[config.mk]
export PLATFORM = sky130hd
export DESIGN_NAME = fir_serial_mac_flat
export DESIGN_NICKNAME = d
export VERILOG_FILES = /design/src/rtl/fir_serial_mac_pkg.sv /design/src/rtl/fir_serial_mac_if.sv /design/src/rtl/fir_round_sat.sv /design/src/rtl/fir_serial_mac.sv /design/src/flat_wrapper.sv
export SDC_FILE = /design/constraint.sdc
export NUM_CORES = 1
export LEC_CHECK = 0
export CORE_MARGIN = 3
export CORE_UTILIZATION = 40
export CTS_BUF_LIST = sky130_fd_sc_hd__clkbuf_16
export DETAILED_ROUTE_END_ITERATION = 8
export SYNTH_ARGS = -nofsm -noshare
export SYNTH_HDL_FRONTEND = slang
export SYNTH_SLANG_ARGS = --single-unit
[constraint.sdc]
create_clock -name clk -period 10.55 [get_ports clk]
set_input_delay 2.6375 -clock clk [delete_from_list [all_inputs] [get_ports clk]]
set_output_delay 2.6375 -clock clk [all_outputs]
set_load 0.03 [all_outputs]
[src/rtl/fir_serial_mac_pkg.sv]
// ---------------------------------------------------------------------------
// fir_pkg
// Shared definitions for the serial-MAC FIR filter and its helpers:
//   - clog2()         : ceiling log2, usable in parameter expressions
//   - fir_state_t     : controller states (IDLE, MAC, OUT)
//   - DEFAULT_COEFS   : power-up low-pass coefficient set (8 taps)
//   - default_coef()  : default coefficient for any tap index (zero-filled)
//   - acc_width()     : accumulator width that can never overflow
// ---------------------------------------------------------------------------
package fir_pkg;

  function automatic int clog2(input int value);
    int result;
    int remaining;
    result = 0;
    remaining = value - 1;
    while (remaining > 0) begin
      result = result + 1;
      remaining = remaining >> 1;
    end
    return result;
  endfunction

  typedef enum logic [1:0] {
    ST_IDLE = 2'd0,
    ST_MAC  = 2'd1,
    ST_OUT  = 2'd2
  } fir_state_t;

  localparam int DEFAULT_COEF_COUNT = 8;
  localparam int DEFAULT_COEFS [DEFAULT_COEF_COUNT] =
    '{1638, 3277, 4915, 6553, 6553, 4915, 3277, 1638};

  // Filters with more taps than the default set get zeros in the extra taps;
  // filters with fewer taps simply never ask for the tail of the set.
  function automatic int default_coef(input int index);
    if (index < DEFAULT_COEF_COUNT) begin
      return DEFAULT_COEFS[index];
    end
    return 0;
  endfunction

  // Full-precision product plus clog2(taps) guard bits: the sum of all taps
  // always fits, so the accumulator needs no overflow handling.
  function automatic int acc_width(input int data_width, input int coeff_width,
                                   input int taps);
    return data_width + coeff_width + clog2(taps);
  endfunction

endpackage

[src/rtl/fir_serial_mac_if.sv]
// ---------------------------------------------------------------------------
// fir_serial_mac_if
// Bundles the sample input handshake, result output handshake and the
// coefficient write port of the serial-MAC FIR.
//   in_sample/in_valid/in_ready       : sample stream into the filter
//   out_sample/out_sat/out_valid/out_ready : filtered result stream
//   coef_we/coef_addr/coef_wdata/coef_busy : runtime coefficient writes
// Modports:
//   slave  : the filter side
//   master : the source/sink/controller side
// ---------------------------------------------------------------------------
interface fir_serial_mac_if #(
  parameter int TAPS        = 8,
  parameter int DATA_WIDTH  = 16,
  parameter int COEFF_WIDTH = 16,
  parameter int OUT_WIDTH   = 16
);
  import fir_pkg::*;

  localparam int ADDR_WIDTH = clog2(TAPS);

  logic signed [DATA_WIDTH-1:0]  in_sample;
  logic                          in_valid;
  logic                          in_ready;
  logic signed [OUT_WIDTH-1:0]   out_sample;
  logic                          out_valid;
  logic                          out_ready;
  logic                          out_sat;
  logic                          coef_we;
  logic [ADDR_WIDTH-1:0]         coef_addr;
  logic signed [COEFF_WIDTH-1:0] coef_wdata;
  logic                          coef_busy;

  modport slave (
    input  in_sample, in_valid, out_ready, coef_we, coef_addr, coef_wdata,
    output in_ready, out_sample, out_valid, out_sat, coef_busy
  );

  modport master (
    output in_sample, in_valid, out_ready, coef_we, coef_addr, coef_wdata,
    input  in_ready, out_sample, out_valid, out_sat, coef_busy
  );

endinterface

[src/rtl/fir_round_sat.sv]
// ---------------------------------------------------------------------------
// fir_round_sat
// Combinational rescaling of a wide signed accumulator to the output width:
// arithmetic right shift by SHIFT with round-half-up, then clip to the signed
// OUT_WIDTH range.
//   i_acc    : signed accumulator value (ACC_WIDTH bits)
//   o_sample : rounded and saturated result (OUT_WIDTH bits)
//   o_sat    : 1 when the result had to be clipped
// ---------------------------------------------------------------------------
module fir_round_sat #(
  parameter int ACC_WIDTH = 35,
  parameter int SHIFT     = 15,
  parameter int OUT_WIDTH = 16
) (
  input  logic signed [ACC_WIDTH-1:0] i_acc,
  output logic signed [OUT_WIDTH-1:0] o_sample,
  output logic                        o_sat
);

  // One extra bit so adding the rounding constant can never wrap.
  localparam int SUM_W = ACC_WIDTH + 1;

  localparam logic signed [SUM_W-1:0] MAX_V =
    {{(SUM_W-OUT_WIDTH+1){1'b0}}, {(OUT_WIDTH-1){1'b1}}};
  localparam logic signed [SUM_W-1:0] MIN_V =
    {{(SUM_W-OUT_WIDTH+1){1'b1}}, {(OUT_WIDTH-1){1'b0}}};

  logic signed [SUM_W-1:0] w_sum;
  logic signed [SUM_W-1:0] w_shifted;

  // Adding half an LSB before the floor-shift gives round-half-up; with no
  // shift there is nothing to round.
  if (SHIFT > 0) begin : g_round
    assign w_sum = {i_acc[ACC_WIDTH-1], i_acc} + (SUM_W'(1) << (SHIFT - 1));
  end else begin : g_no_round
    assign w_sum = {i_acc[ACC_WIDTH-1], i_acc};
  end

  assign w_shifted = w_sum >>> SHIFT;

  // Clip to the representable output range and flag when that happened.
  always_comb begin
    o_sample = w_shifted[OUT_WIDTH-1:0];
    o_sat    = 1'b0;
    if (w_shifted > MAX_V) begin
      o_sample = MAX_V[OUT_WIDTH-1:0];
      o_sat    = 1'b1;
    end else if (w_shifted < MIN_V) begin
      o_sample = MIN_V[OUT_WIDTH-1:0];
      o_sat    = 1'b1;
    end
  end

endmodule

[src/rtl/fir_serial_mac.sv]
// ---------------------------------------------------------------------------
// fir_serial_mac
// Time-multiplexed FIR filter: one signed multiplier and one accumulator are
// shared across TAPS cycles per sample. Coefficients are runtime-writable
// while the filter is idle. Results are rounded and saturated.
//   clk   : rising-edge clock
//   rst_n : synchronous active-low reset
//   bus   : fir_serial_mac_if.slave (sample in, result out, coefficient port)
// One sample is processed at a time: IDLE accepts, MAC runs TAPS cycles,
// OUT holds the result until the downstream handshake.
// ---------------------------------------------------------------------------
module fir_serial_mac
  import fir_pkg::*;
#(
  parameter int TAPS        = 8,
  parameter int DATA_WIDTH  = 16,
  parameter int COEFF_WIDTH = 16,
  parameter int OUT_WIDTH   = 16,
  parameter int SHIFT       = COEFF_WIDTH - 1
) (
  input  logic           clk,
  input  logic           rst_n,
  fir_serial_mac_if.slave bus
);

  localparam int ADDR_WIDTH = clog2(TAPS);
  localparam int PROD_WIDTH = DATA_WIDTH + COEFF_WIDTH;
  localparam int ACC_WIDTH  = acc_width(DATA_WIDTH, COEFF_WIDTH, TAPS);

  fir_state_t r_state;
  fir_state_t w_next_state;

  logic signed [DATA_WIDTH-1:0]  r_taps  [TAPS];
  logic signed [COEFF_WIDTH-1:0] r_coefs [TAPS];
  logic signed [ACC_WIDTH-1:0]   r_acc;
  logic [ADDR_WIDTH-1:0]         r_idx;
  logic signed [OUT_WIDTH-1:0]   r_out_sample;
  logic                          r_out_sat;

  logic signed [PROD_WIDTH-1:0]  w_product;
  logic signed [ACC_WIDTH-1:0]   w_acc_next;
  logic signed [OUT_WIDTH-1:0]   w_rs_sample;
  logic                          w_rs_sat;
  logic                          w_last;
  logic                          w_addr_ok;
  logic                          w_in_ready;
  logic                          w_coef_busy;
  logic                          w_out_valid;

  assign w_product  = r_taps[r_idx] * r_coefs[r_idx];
  assign w_acc_next = r_acc + {{(ACC_WIDTH-PROD_WIDTH){w_product[PROD_WIDTH-1]}}, w_product};
  assign w_last     = (r_idx == ADDR_WIDTH'(TAPS - 1));
  assign w_addr_ok  = ({{(32-ADDR_WIDTH){1'b0}}, bus.coef_addr} < 32'(TAPS));

  // The result is rescaled from the accumulator value that includes the final
  // term, so it can be registered in the same cycle as the last MAC step.
  fir_round_sat #(
    .ACC_WIDTH (ACC_WIDTH),
    .SHIFT     (SHIFT),
    .OUT_WIDTH (OUT_WIDTH)
  ) u_round_sat (
    .i_acc    (w_acc_next),
    .o_sample (w_rs_sample),
    .o_sat    (w_rs_sat)
  );

  // Controller state register.
  always_ff @(posedge clk) begin
    if (!rst_n) begin
      r_state <= ST_IDLE;
    end else begin
      r_state <= w_next_state;
    end
  end

  // Next-state decode and handshake outputs; everything outside IDLE blocks
  // both new samples and coefficient writes.
  always_comb begin
    w_next_state = r_state;
    w_in_ready   = 1'b0;
    w_coef_busy  = 1'b1;
    w_out_valid  = 1'b0;
    case (r_state)
      ST_IDLE: begin
        w_in_ready  = 1'b1;
        w_coef_busy = 1'b0;
        if (bus.in_valid) begin
          w_next_state = ST_MAC;
        end
      end
      ST_MAC: begin
        if (w_last) begin
          w_next_state = ST_OUT;
        end
      end
      ST_OUT: begin
        w_out_valid = 1'b1;
        if (bus.out_ready) begin
          w_next_state = ST_IDLE;
        end
      end
      default: begin
        w_next_state = ST_IDLE;
      end
    endcase
  end

  // Datapath: delay line and coefficient updates in IDLE (a write landing in
  // the same cycle as a sample is already visible to that sample's MAC),
  // one multiply-accumulate per cycle in MAC, result capture on the last term.
  always_ff @(posedge clk) begin
    if (!rst_n) begin
      for (int k = 0; k < TAPS; k++) begin
        r_taps[k]  <= '0;
        r_coefs[k] <= COEFF_WIDTH'(default_coef(k));
      end
      r_acc        <= '0;
      r_idx        <= '0;
      r_out_sample <= '0;
      r_out_sat    <= 1'b0;
    end else begin
      case (r_state)
        ST_IDLE: begin
          if (bus.coef_we && w_addr_ok) begin
            r_coefs[bus.coef_addr] <= bus.coef_wdata;
          end
          if (bus.in_valid) begin
            for (int k = TAPS - 1; k > 0; k--) begin
              r_taps[k] <= r_taps[k-1];
            end
            r_taps[0] <= bus.in_sample;
            r_acc     <= '0;
            r_idx     <= '0;
          end
        end
        ST_MAC: begin
          r_acc <= w_acc_next;
          r_idx <= r_idx + ADDR_WIDTH'(1);
          if (w_last) begin
            r_out_sample <= w_rs_sample;
            r_out_sat    <= w_rs_sat;
          end
        end
        default: begin
        end
      endcase
    end
  end

  assign bus.in_ready   = w_in_ready;
  assign bus.coef_busy  = w_coef_busy;
  assign bus.out_valid  = w_out_valid;
  assign bus.out_sample = r_out_sample;
  assign bus.out_sat    = r_out_sat;

endmodule

[src/flat_wrapper.sv]
// flat-port wrapper written by rule: the top's interface ports become plain ports
module fir_serial_mac_flat import fir_pkg::*;
#(
  parameter int TAPS        = 8,
  parameter int DATA_WIDTH  = 16,
  parameter int COEFF_WIDTH = 16,
  parameter int OUT_WIDTH   = 16,
  parameter int SHIFT       = COEFF_WIDTH - 1
)
  (clk, rst_n, bus_in_sample, bus_in_valid, bus_out_ready, bus_coef_we, bus_coef_addr, bus_coef_wdata, bus_in_ready, bus_out_sample, bus_out_valid, bus_out_sat, bus_coef_busy);
  fir_serial_mac_if #(.TAPS(TAPS), .DATA_WIDTH(DATA_WIDTH), .COEFF_WIDTH(COEFF_WIDTH), .OUT_WIDTH(OUT_WIDTH)) bus_i ();
  input  logic clk;
  input  logic rst_n;
  input wire logic [$bits(bus_i.in_sample)-1:0] bus_in_sample;
  input wire logic [$bits(bus_i.in_valid)-1:0] bus_in_valid;
  input wire logic [$bits(bus_i.out_ready)-1:0] bus_out_ready;
  input wire logic [$bits(bus_i.coef_we)-1:0] bus_coef_we;
  input wire logic [$bits(bus_i.coef_addr)-1:0] bus_coef_addr;
  input wire logic [$bits(bus_i.coef_wdata)-1:0] bus_coef_wdata;
  output wire logic [$bits(bus_i.in_ready)-1:0] bus_in_ready;
  output wire logic [$bits(bus_i.out_sample)-1:0] bus_out_sample;
  output wire logic [$bits(bus_i.out_valid)-1:0] bus_out_valid;
  output wire logic [$bits(bus_i.out_sat)-1:0] bus_out_sat;
  output wire logic [$bits(bus_i.coef_busy)-1:0] bus_coef_busy;
  assign bus_i.in_sample = bus_in_sample;
  assign bus_i.in_valid = bus_in_valid;
  assign bus_i.out_ready = bus_out_ready;
  assign bus_i.coef_we = bus_coef_we;
  assign bus_i.coef_addr = bus_coef_addr;
  assign bus_i.coef_wdata = bus_coef_wdata;
  assign bus_in_ready = bus_i.in_ready;
  assign bus_out_sample = bus_i.out_sample;
  assign bus_out_valid = bus_i.out_valid;
  assign bus_out_sat = bus_i.out_sat;
  assign bus_coef_busy = bus_i.coef_busy;
  fir_serial_mac #(.TAPS(TAPS), .DATA_WIDTH(DATA_WIDTH), .COEFF_WIDTH(COEFF_WIDTH), .OUT_WIDTH(OUT_WIDTH), .SHIFT(SHIFT)) u_core (.clk(clk), .rst_n(rst_n), .bus(bus_i));
endmodule
---- After elaboration in Yosys (flattened, before gate mapping) ----
Memory sizes are Yosys's and may differ from the RTL's. A register that Yosys moved wholly into a read port is not among the register bits.
Cells that the tools add are included.
W data, S select, Z words.
word-level totals
  register bits ........................... 57
  bits in writable memories ............... 256
  input port bits ......................... 40
  output and inout bits ................... 20
  word-level logic and storage cells ...... 81
  memories kept ........................... 2
memory list
  memory          words  width  read ports  clocked after Yosys merged registers in  write ports  RTL line              source
  u_core.r_coefs  8      16     1           1                                        8            fir_serial_mac.sv:34  logic signed [COEFF_WIDTH-1:0] r_coefs [TAPS];
  u_core.r_taps   8      16     8           1                                        8            fir_serial_mac.sv:33  logic signed [DATA_WIDTH-1:0] r_taps [TAPS];
cells by class
  add/subtract/negate cells ............... 3
  $mul .................................... 1
  order comparisons ....................... 2
  eq/ne operators ......................... 6
  muxes and demuxes ....................... 48
  bitwise operators ....................... 8
  reductions and logical operators ........ 6
operators by type and width
  operator                  count
  $mux W16                  15
  $pmux W35 S2              1
  $add A35 B16 Y36 const B  1
  $add A35 B35 Y35          1
  $mux W35                  1
  $mul A16 B16 Y32          1
  $mux W13                  2
  $gt A21 B16 Y1 const B    1
  $lt A21 B16 Y1 const B    1
  $mux W3                   6
  $mux W1                   16
  $reduce_or A16 Y1         1
  $mux W12                  1
  $mux W11                  1
  $or A1 B1 Y1              8
  $mux W2                   3
  $pmux W2 S3               1
  $pmux W3 S2               1
  $ne A2 B2 Y1 const B      2
  $reduce_and A2 Y1         2
  $add A3 B1 Y3 const B     1
  $eq A3 B3 Y1 const B      1
  $reduce_and A3 Y1         1
  $eq A2 B1 Y1 const B      1
  other kinds (4)           4

---- Longest topological paths before layout ----
Gate-level depths: netlist of the first run.
  depth in word-level cells ............... 6
  gate-level depth with buffers ........... 45
  depth with buffers taken out ............ 41

---- Cells and area by module ----
A second synthesis of the first run with hierarchy kept.
unflattened totals
  cells, all modules ...................... 2346
  area total of the unflattened synthesis .. 25643.3 µm²
by module, submodules not included
  module          instances  cells each  area each (µm²)  seq. area each (µm²)
  fir_serial_mac  1          2222        24863.8          8888.5
  fir_round_sat   1          124         779.5            0.0

---- Worst setup path after synthesis of the first run ----
Ideal clock, no wire load.
  path kind ............................... reg-to-reg
  start ................................... register with a tool-made name
  end ..................................... register u_core.r_out_sample[14], in the netlist u_core.bus.out_sample[14]
  library setup time ...................... 0.115 ns
  arrival ................................. 11.255 ns
  required time ........................... 10.435 ns
  path slack .............................. -0.820 ns
  cell stages (with the launch flop) ...... 42
  buffers on the path ..................... 4
  clock period less this slack ............ 11.370 ns
  cell sequence ........................... dfxtp_1 -> clkbuf_1 -> buf_1 -> buf_1 -> mux4_2 -> mux2i_1 -> nor2_1 -> fa_1 -> inv_1 -> fa_1 -> fa_1 -> fa_1 -> inv_1 -> fa_1 -> inv_1 -> fa_1 -> inv_1 -> ha_1 -> [6 not listed] -> a31oi_1 -> inv_1 -> a21oi_1 -> xnor2_1 -> ha_1 -> and4_1 -> a221oi_1 -> o22ai_1 -> a41o_1 -> nor2_1 -> xnor2_1 -> and2_2 -> a21oi_1 -> o311a_1 -> a221o_2 -> buf_6 -> nor2_2 -> o21ai_2
RTL lines
  element               RTL line               source
  end signal, assigned  fir_serial_mac.sv:140  r_out_sample <= w_rs_sample;
  end, declared         fir_serial_mac.sv:37   logic signed [OUT_WIDTH-1:0] r_out_sample;

==> run metrics, run 1 <==
Final Hold Fails=0; hold depth=2; FF+latch count, synth=316; Total Wirelength=68,600 µm; number of port buffers=59; GR Overflow Total=0; initial antenna violation count=1; Skew-Pair Late Insertion Delay=0.60 ns; Final Wtd Congestion=0.960; Max-slew headroom=25.3%; synth top area cells=edfxtp_1 29%, fa_1 20%, ha_1 5.8%; Max H-tree Level=2; top cells by count, synth=326 x inv_1, 263 x fa_1, 256 x edfxtp_1, 214 x and2_1; mapped cell area=26,300 µm²; die height=263 µm; Post-synth top flop=edfxtp_1; clk slew on worst S/H paths=0.06 ns; critical path's largest stage delay=0.52 ns; GRT Overall Usage=19.7%; Endpoint, Worst Hold=u_core.bus.out_sample[7]$_SDFFE_PN0P_; critical path launch point type=flip-flop; run status=finished, final reports clean; post-route antenna net violation count=0; HPWL after DPL=51,500 µm; CTS tree=done; total CTS buffers=38; FMAX=97.7 MHz; Worst R2R Setup Slack=0.32 ns; first-pass GRT wire length=108,000 µm; min cycle time layout=10.23 ns; Synth Warn #=0; Synth Instances=2,402; Synth Net Count=2,827; Worst Setup Slack, final=0.315 ns; slowest CP cell=fa_1; final period utilization=97.0%; Hold Startpoint=u_core.bus.out_sample[7]$_SDFFE_PN0P_; vias in the first global route=19,334; max cap viols=0; Worst-Margin Slew=1.12 ns; largest net degree at the start of global routing=129; CTS sink cnt=316; clock buffer depth=3; Starting Density=40.6%; syn avg cell area=11.0 µm²; CP Max Fanout=9; top cell type's share of synthesized area=29.2%; critical path type=reg2reg; drt drc=0; die area=68,900 µm²; asr flop ratio synth=0%; Area Growth Syn to Fin=19.6%; Die Width=263 µm; vias per cell=5.21; wire per inst=19.5 µm; CP most frequent cell=fa_1; vias after detailed routing=18,318; Initial DRT Pass Iterations=5; endpoints failing setup=0; DR iter-0 viols=1,078; Reg2Reg Depth=40; number of flops mapped to enable cells by yosys=256; leading area contributor after synthesis=edfxtp_1; most common cell in the netlist=inv_1; Core Area=64,800 µm²; Worst Setup End Kind=flip-flop; Hold Path Class=reg2reg; layout cells sized above 1=19.8%; unique cell type count in the Yosys netlist=104; CP Data Required Time=11.04 ns; crit path DAT=10.72 ns; clock skew=0.0350 ns; I/O pin count=60; root buffer cell=clkbuf_16; Placement Setup Slack=-0.0947 ns; Reg-to-Reg End=u_core.bus.out_sat$_SDFFE_PN0P_; row count=93; RSZ-0062 raised after global routing=true; Slew Viols, Final=0; nets@finish=3,055; Seq/Total Area, Yosys=33.8%
==> critical path, delay by kind of cell, from the launching register on <==
family | cells | cell delay (ns)
XOR/XNOR | 3 | 0.56
AND/OR/NAND/NOR | 4 | 0.97
multiplexers | 2 | 0.79
buffers and inverters | 9 | 0.92
flip-flops | 1 | 0.37
adder cells (fa/ha/maj) | 8 | 3.54
AO/OA/AOI/OAI | 14 | 3.03
==> sequential cells by signal, summed over array words and instances (netlist names), named ones only <==
signal and cells:
u_core.r_state 2, u_core.r_coefs 128, u_core.bus.out_sample 16, u_core.r_taps 128
u_core.bus.out_sat 1, u_core.r_idx 3, u_core.r_acc 35
==> stage by stage <==
| step | TNS [ns] | cells | utilization (%) | area [µm²] | hold WS (ns) |
|---|---|---|---|---|---|
| 4_1_cts | 0 | 3467 | 47.0 | 30400 | 0.465 |
| 3_5_place_dp | -1.02 | 3397 | 44.8 | 29000 | 0.454 |
| 2_1_floorplan | 0 | 2402 | - | 26400 | 0.488 |
| 3_3_place_gp | 0 | 3397 | 44.8 | 29000 | 0.447 |
| 5_1_grt | -1.48 | 3516 | 48.6 | 31500 | 0.491 |
| 6_report | 0 | 3516 | 48.6 | 31500 | 0.462 |
==> timing repair <==
action                     4_1_cts  5_1_grt
buffers inserted                 0       42
setup endpoints to repair       13       17
resized for setup                2      108
pin swaps                        0       64
gates cloned                     0        6
hold buffers                     0        0
==> final cells by class <==
| cell class | count | area, µm² |
|---|---|---|
| tap | 855 | 1070 |
| fill | 5817 | 33300 |
| inverter | 327 | 1230 |
| antenna | 1 | 2.50 |
| timing repair buffer | 277 | 2610 |
| sequential | 316 | 8890 |
| clock inverter | 32 | 450 |
| multi-input combinational | 1670 | 16300 |
| clock buffer | 38 | 951 |
==> cells in the final DEF (no fill, tap or decap), drive strengths merged, types with 6 or more instances in the layout <==
cell             n
nand4           15
ha             122
clkbuf          44
edfxtp         256
a211o            6
or3             48
nand2          188
nor2           201
o211ai           6
xor2            17
a21o            29
nand2b          31
a211oi          14
clkinv          13
and3            11
a22oi           35
mux2            22
clkdlybuf4s50   58
buf            213
dfxtp           60
o21bai          10
o21ai           58
fa             263
inv            334
o21a            14
a21oi           62
bufinv           8
mux2i           31
nand3           21
and2           219
nor2b           42
mux4            64
xnor2           55
nor3            15
==> routing by layer <==
metal	wire length [µm]	track usage, %	share of wire (%)	vias to the layer above
met1	29600	26.1	43	9253
met4	2310	6.74	3.4	0
met3	3120	2.55	4.6	105
met5	0	0	0	-
li1	-	-	-	8520
met2	33500	33.4	49	440
==> cell families after synthesis <==
family,after synthesis,synth area share [%]
xor+xnor,73,2.51
mux,117,7.59
fa+ha+maj,385,25.8
flops,316,33.8
compound gates,281,7.96
buf+inv,416,6.20
simple gates,814,16.2
==> how the worst max path moves through the flow <==
stage                     startpoint                                     end  slack [ns]
final                      flip-flop         u_core.bus.out_sat$_SDFFE_PN0P_        0.32
after global routing       flip-flop         u_core.bus.out_sat$_SDFFE_PN0P_       -0.13
after CTS                  flip-flop   u_core.bus.out_sample[8]$_SDFFE_PN0P_        0.02
after detailed placement   flip-flop   u_core.bus.out_sample[6]$_SDFFE_PN0P_       -0.09
after global placement     flip-flop         u_core.bus.out_sat$_SDFFE_PN0P_        0.04
after floorplan            flip-flop  u_core.bus.out_sample[14]$_SDFFE_PN0P_        0.01
Power of run 1 is left out: the tool's default activity adds up to more than one toggle a clock period on the data nets, which glitch-free logic cannot reach.
==> run 2, diff against run 1 <==
--- a/config.mk
+++ b/config.mk
@@ -5,6 +5,7 @@
 export SDC_FILE = /design/constraint.sdc
 export NUM_CORES = 1
 export LEC_CHECK = 0
+export CORE_ASPECT_RATIO = 0.8
 export CORE_MARGIN = 3
 export CORE_UTILIZATION = 40
 export CTS_BUF_LIST = sky130_fd_sc_hd__clkbuf_16
==> run metrics, run 2 (synthesized netlist as in run 1, its figures left out) <==
commonest cells after routing, fill and taps aside=322 x inv_1, 256 x edfxtp_1, 250 x fa_1; die height=235 µm; CP Max Fanout=7; met1 Usage GRT=28.8%; wire per inst=19.6 µm; Reg-to-Reg End=u_core.bus.out_sample[0]$_SDFFE_PN0P_; endpoints failing setup=0; Util after Layout=48.9%; vias in the first global route=19,755; Die Width=293 µm; Initial DRT Pass Iterations=5; crit path DAT=10.92 ns; total CTS buffers=37; CP Data Required Time=11.01 ns; I/O pin count=60; initial antenna violation count=1; number of port buffers=59; critical path launch point type=flip-flop; nets@finish=3,099; Reg2Reg Depth=42; RSZ-0062 raised after global routing=true; first-pass GRT wire length=110,000 µm; DR iter-0 viols=1,271; Final Wtd Congestion=0.947; max cap viols=0; Critical path destination=u_core.bus.out_sample[0]$_SDFFE_PN0P_; CTS sink cnt=316; HPWL after DPL=51,500 µm; FMAX=95.7 MHz; Final Hold Fails=0; row count=83; slowest CP cell=fa_1; Total Wirelength=69,700 µm; critical path's largest stage delay=0.61 ns; final period utilization=99.1%; min cycle time layout=10.45 ns; CP most frequent cell=fa_1; Core Area=64,700 µm²; Slew Viols, Final=0; critical path type=reg2reg; Placement Setup Slack=-0.311 ns; GRT Overall Usage=20.4%; met2 Resource Use GR=31.4%; most common cell after layout, fill and taps aside=inv_1; post-route antenna net violation count=0; Max-slew headroom=24.5%; vias per cell=5.26; vias after detailed routing=18,696; Skew-Pair Late Insertion Delay=0.58 ns; Worst Setup Slack, final=0.0969 ns; Hold Path Class=reg2reg; Worst Setup End Kind=flip-flop; clock skew=0.0323 ns; largest net degree at the start of global routing=129; drt drc=0; clock buffer depth=3; layout cells sized above 1=21.6%; hold_buf cts=0; GR Overflow Total=0; Worst R2R Setup Slack=0.1 ns; die area=69,000 µm²; Worst-Margin Slew=1.13 ns; Max H-tree Level=2; run status=finished, final reports clean; biggest regs=u_core.r_coefs: 128 flops, u_core.r_taps: 128 flops, u_core.r_acc: 35 flops; GR peak layer=met2; Area Growth Syn to Fin=20.2%; grt met3 use=4.96%; Starting Density=40.7%; clk slew on worst S/H paths=0.06 ns; root buffer cell=clkbuf_16; CTS tree=done
run 2: changes by cell type in the layout (fill, tap and decap cells not counted), moves of 5 or more:
cell / before / now
clkbuf_16: 44 / 39
nand2_2: 2 / 7
buf_4: 183 / 230
inv_2: 8 / 15
fa_1: 258 / 250
nand2_1: 185 / 180
fa_2: 5 / 13
run 2: final cells by class:
| cell class | instances | area (µm²) |
|---|---|---|
| clock buffers | 37 | 926 |
| fillers | 5875 | 33000 |
| inverters | 327 | 1230 |
| multi-input cells | 1671 | 16400 |
| diodes | 1 | 2.50 |
| flip-flops and latches | 316 | 8890 |
| well taps | 850 | 1060 |
| repair buffers | 321 | 2870 |
| clock inverters | 31 | 319 |
run 2: worst max-delay path, delay by kind of cell, from the launching register on:
kind                       cells  cell delay (ns)
AOI/OAI and AO/OA             10             2.16
and+or+nand+nor                9             1.76
buffers and inverters         11             1.24
muxes                          2             0.85
DFF                            1             0.41
xor gates and xnor gates       2             0.32
adders and majority gates      8             3.57
run 2: layer usage:
layer | share of wire, % | wire length [µm]
met5 | 0 | 0
met4 | 2.4 | 1640
met3 | 7.2 | 5060
met2 | 45 | 31400
met1 | 45 | 31700
run 2: stage by stage:
step	cells	setup TNS [ns]	area, µm²	hold slack (ns)
floorplan	2402	0	26400	0.488
global placement	3422	-3.44	29300	0.442
detailed placement	3422	-4.28	29300	0.448
CTS	3515	0	31000	0.462
global route	3553	-2.28	31700	0.481
finish	3554	0	31700	0.456
run 2: timing repair:
item | CTS | global route
pin swaps | 26 | 107
endpoints found under the setup margin | 16 | 17
cloned | 3 | 2
setup buffers | 22 | 38
resized for setup | 38 | 106
endpoints found under the hold margin | 0 | 0
run 2: how the worst min path moves through the flow:
stage | startpoint | cells past startpoint | endpoint | slack [ns]
2_1_floorplan | u_core.r_acc[3]$_SDFFE_PN0P_ | 2 | u_core.r_acc[3]$_SDFFE_PN0P_ | 0.49
3_3_place_gp | u_core.bus.out_sample[1]$_SDFFE_PN0P_ | 2 | u_core.bus.out_sample[1]$_SDFFE_PN0P_ | 0.44
3_5_place_dp | u_core.bus.out_sample[1]$_SDFFE_PN0P_ | 2 | u_core.bus.out_sample[1]$_SDFFE_PN0P_ | 0.45
4_1_cts | u_core.bus.out_sample[1]$_SDFFE_PN0P_ | 2 | u_core.bus.out_sample[1]$_SDFFE_PN0P_ | 0.46
5_1_grt | u_core.bus.out_sample[4]$_SDFFE_PN0P_ | 2 | u_core.bus.out_sample[4]$_SDFFE_PN0P_ | 0.48
6_report | u_core.bus.out_sample[1]$_SDFFE_PN0P_ | 2 | u_core.bus.out_sample[1]$_SDFFE_PN0P_ | 0.46
Power of run 2 is left out for the same reason.
==> run 3, diff against run 2 <==
--- a/config.mk
+++ b/config.mk
@@ -7,9 +7,10 @@
 export LEC_CHECK = 0
 export CORE_ASPECT_RATIO = 0.8
 export CORE_MARGIN = 3
-export CORE_UTILIZATION = 40
+export CORE_UTILIZATION = 30
 export CTS_BUF_LIST = sky130_fd_sc_hd__clkbuf_16
 export DETAILED_ROUTE_END_ITERATION = 8
+export GPL_ROUTABILITY_DRIVEN = 1
 export SYNTH_ARGS = -nofsm -noshare
 export SYNTH_HDL_FRONTEND = slang
 export SYNTH_SLANG_ARGS = --single-unit
==> run metrics, run 3 (synthesized netlist as in run 1, its figures left out) <==
GRT Overall Usage=15.6%; I/O pin count=60; vias after detailed routing=18,351; slowest CP cell=fa_1; commonest cells after routing, fill and taps aside=315 x inv_1, 256 x edfxtp_1, 251 x fa_1; Reg2Reg Depth=42; Filler cells=8,445; total CTS buffers=39; nets@finish=3,074; die area=91,400 µm²; Area Growth Syn to Fin=20.6%; largest net degree at the start of global routing=129; Inserted Diodes=0; Core Area=86,400 µm²; run status=finished, final reports clean; DR iter-0 viols=1,360; Worst Setup End Kind=flip-flop; Max-slew headroom=26.5%; Final Wtd Congestion=0.921; WP buf/inv=9; hold_buf cts=0; HPWL after DPL=51,600 µm; Final Hold Fails=0; Starting Density=30.5%; die height=271 µm; biggest regs=u_core.r_coefs: 128 flops, u_core.r_taps: 128 flops, u_core.r_acc: 35 flops; first-pass GRT wire length=112,000 µm; min cycle time layout=10.31 ns; root buffer cell=clkbuf_16; wire per inst=18.1 µm; endpoints failing setup=0; clock buffer depth=3; initial antenna violation count=0; register area=8900 µm²; critical path type=reg2reg; Reg-to-Reg End=u_core.bus.out_sample[10]$_SDFFE_PN0P_; drt drc=0; number of port buffers=59; final hold slack=0.459 ns; crit path DAT=10.76 ns; Skew-Pair Late Insertion Delay=0.59 ns; layout cells sized above 1=20.7%; GR Overflow Total=0; CP Data Required Time=11.00 ns; CP top delay family=adder cells; CP Max Fanout=8; Slew Viols, Final=0; vias in the first global route=19,596; Max H-tree Level=2; most common cell after layout, fill and taps aside=inv_1; final period utilization=97.7%; number of cells on the critical path=42; CTS sink cnt=316; CP most frequent cell=fa_1; RSZ-0062 raised after global routing=true; Initial DRT Pass Iterations=5; row count=96; max cap viols=0; clock skew=0.0307 ns; critical path's largest stage delay=0.54 ns; Hold Path Class=reg2reg; CTS tree=done; Die Width=337 µm; area of the multi-input gates=16,300 µm²; critical path launch point type=flip-flop; post-route antenna net violation count=0; vias per cell=4.82; clk slew on worst S/H paths=0.06 ns; Critical path destination=u_core.bus.out_sample[10]$_SDFFE_PN0P_; Worst-Margin Slew=1.10 ns; Worst R2R Setup Slack=0.24 ns; Total Wirelength=68,900 µm; FMAX=97.0 MHz
run 3: changes by cell type in the layout (fill, tap and decap cells not counted), moves of 4 or more:
cell / delta
nand2_2: -5
nand2_1: +5
ha_4: -4
inv_1: -7
buf_6: +4
buf_4: -27
run 3: worst min path at each step:
stage	from	end	slack, ns	depth (start not counted)
2_1_floorplan	u_core.r_acc[3]$_SDFFE_PN0P_	u_core.r_acc[3]$_SDFFE_PN0P_	0.49	2
3_3_place_gp	u_core.bus.out_sample[14]$_SDFFE_PN0P_	u_core.bus.out_sample[14]$_SDFFE_PN0P_	0.45	2
3_5_place_dp	u_core.bus.out_sample[14]$_SDFFE_PN0P_	u_core.bus.out_sample[14]$_SDFFE_PN0P_	0.45	2
4_1_cts	u_core.bus.out_sample[14]$_SDFFE_PN0P_	u_core.bus.out_sample[14]$_SDFFE_PN0P_	0.46	2
5_1_grt	u_core.bus.out_sample[4]$_SDFFE_PN0P_	u_core.bus.out_sample[4]$_SDFFE_PN0P_	0.50	2
6_report	u_core.bus.out_sample[2]$_SDFFE_PN0P_	u_core.bus.out_sample[2]$_SDFFE_PN0P_	0.46	2
run 3: what timing repair did:
action,4_1_cts,5_1_grt
pin swaps,1,60
cloned,1,3
setup endpoints to repair,16,17
setup buffers,5,17
gates resized for setup,13,110
run 3: worst min-delay path, stage by stage (launching register included):
cell and delay (ns):
dfxtp_1 0.31, nand2_1 0.05, o21ai_1 0.05
run 3: stage by stage:
stage	setup slack (ns)	util, %	instances	area, µm²	TNS, ns
2_1_floorplan	0.0128	-	2402	26400	0
3_3_place_gp	-0.0362	34.4	3709	29700	-0.228
3_5_place_dp	-0.254	34.4	3709	29700	-3.04
4_1_cts	0.00727	36.0	3787	31100	0
5_1_grt	-0.142	36.8	3807	31800	-1.52
6_report	0.243	36.8	3807	31800	0
run 3: final cells by class:
class | count | share of cell area [%]
inverter | 327 | 3.88
timing repair buffer | 295 | 8.39
tap | 1127 | 4.44
sequential | 316 | 28.0
multi-input combinational | 1670 | 51.2
clock buffer | 39 | 3.07
clock inverter | 33 | 0.977
run 3: layer usage:
| layer | global-route usage, % | share of wire (%) | up-vias |
|---|---|---|---|
| li1 | - | - | 8576 |
| met3 | 2.76 | 6.2 | 93 |
| met4 | 4.15 | 2.7 | 0 |
| met5 | 0 | 0 | - |
| met1 | 22.6 | 47 | 9229 |
| met2 | 23.8 | 44 | 453 |
Power of run 3 is left out for the same reason.
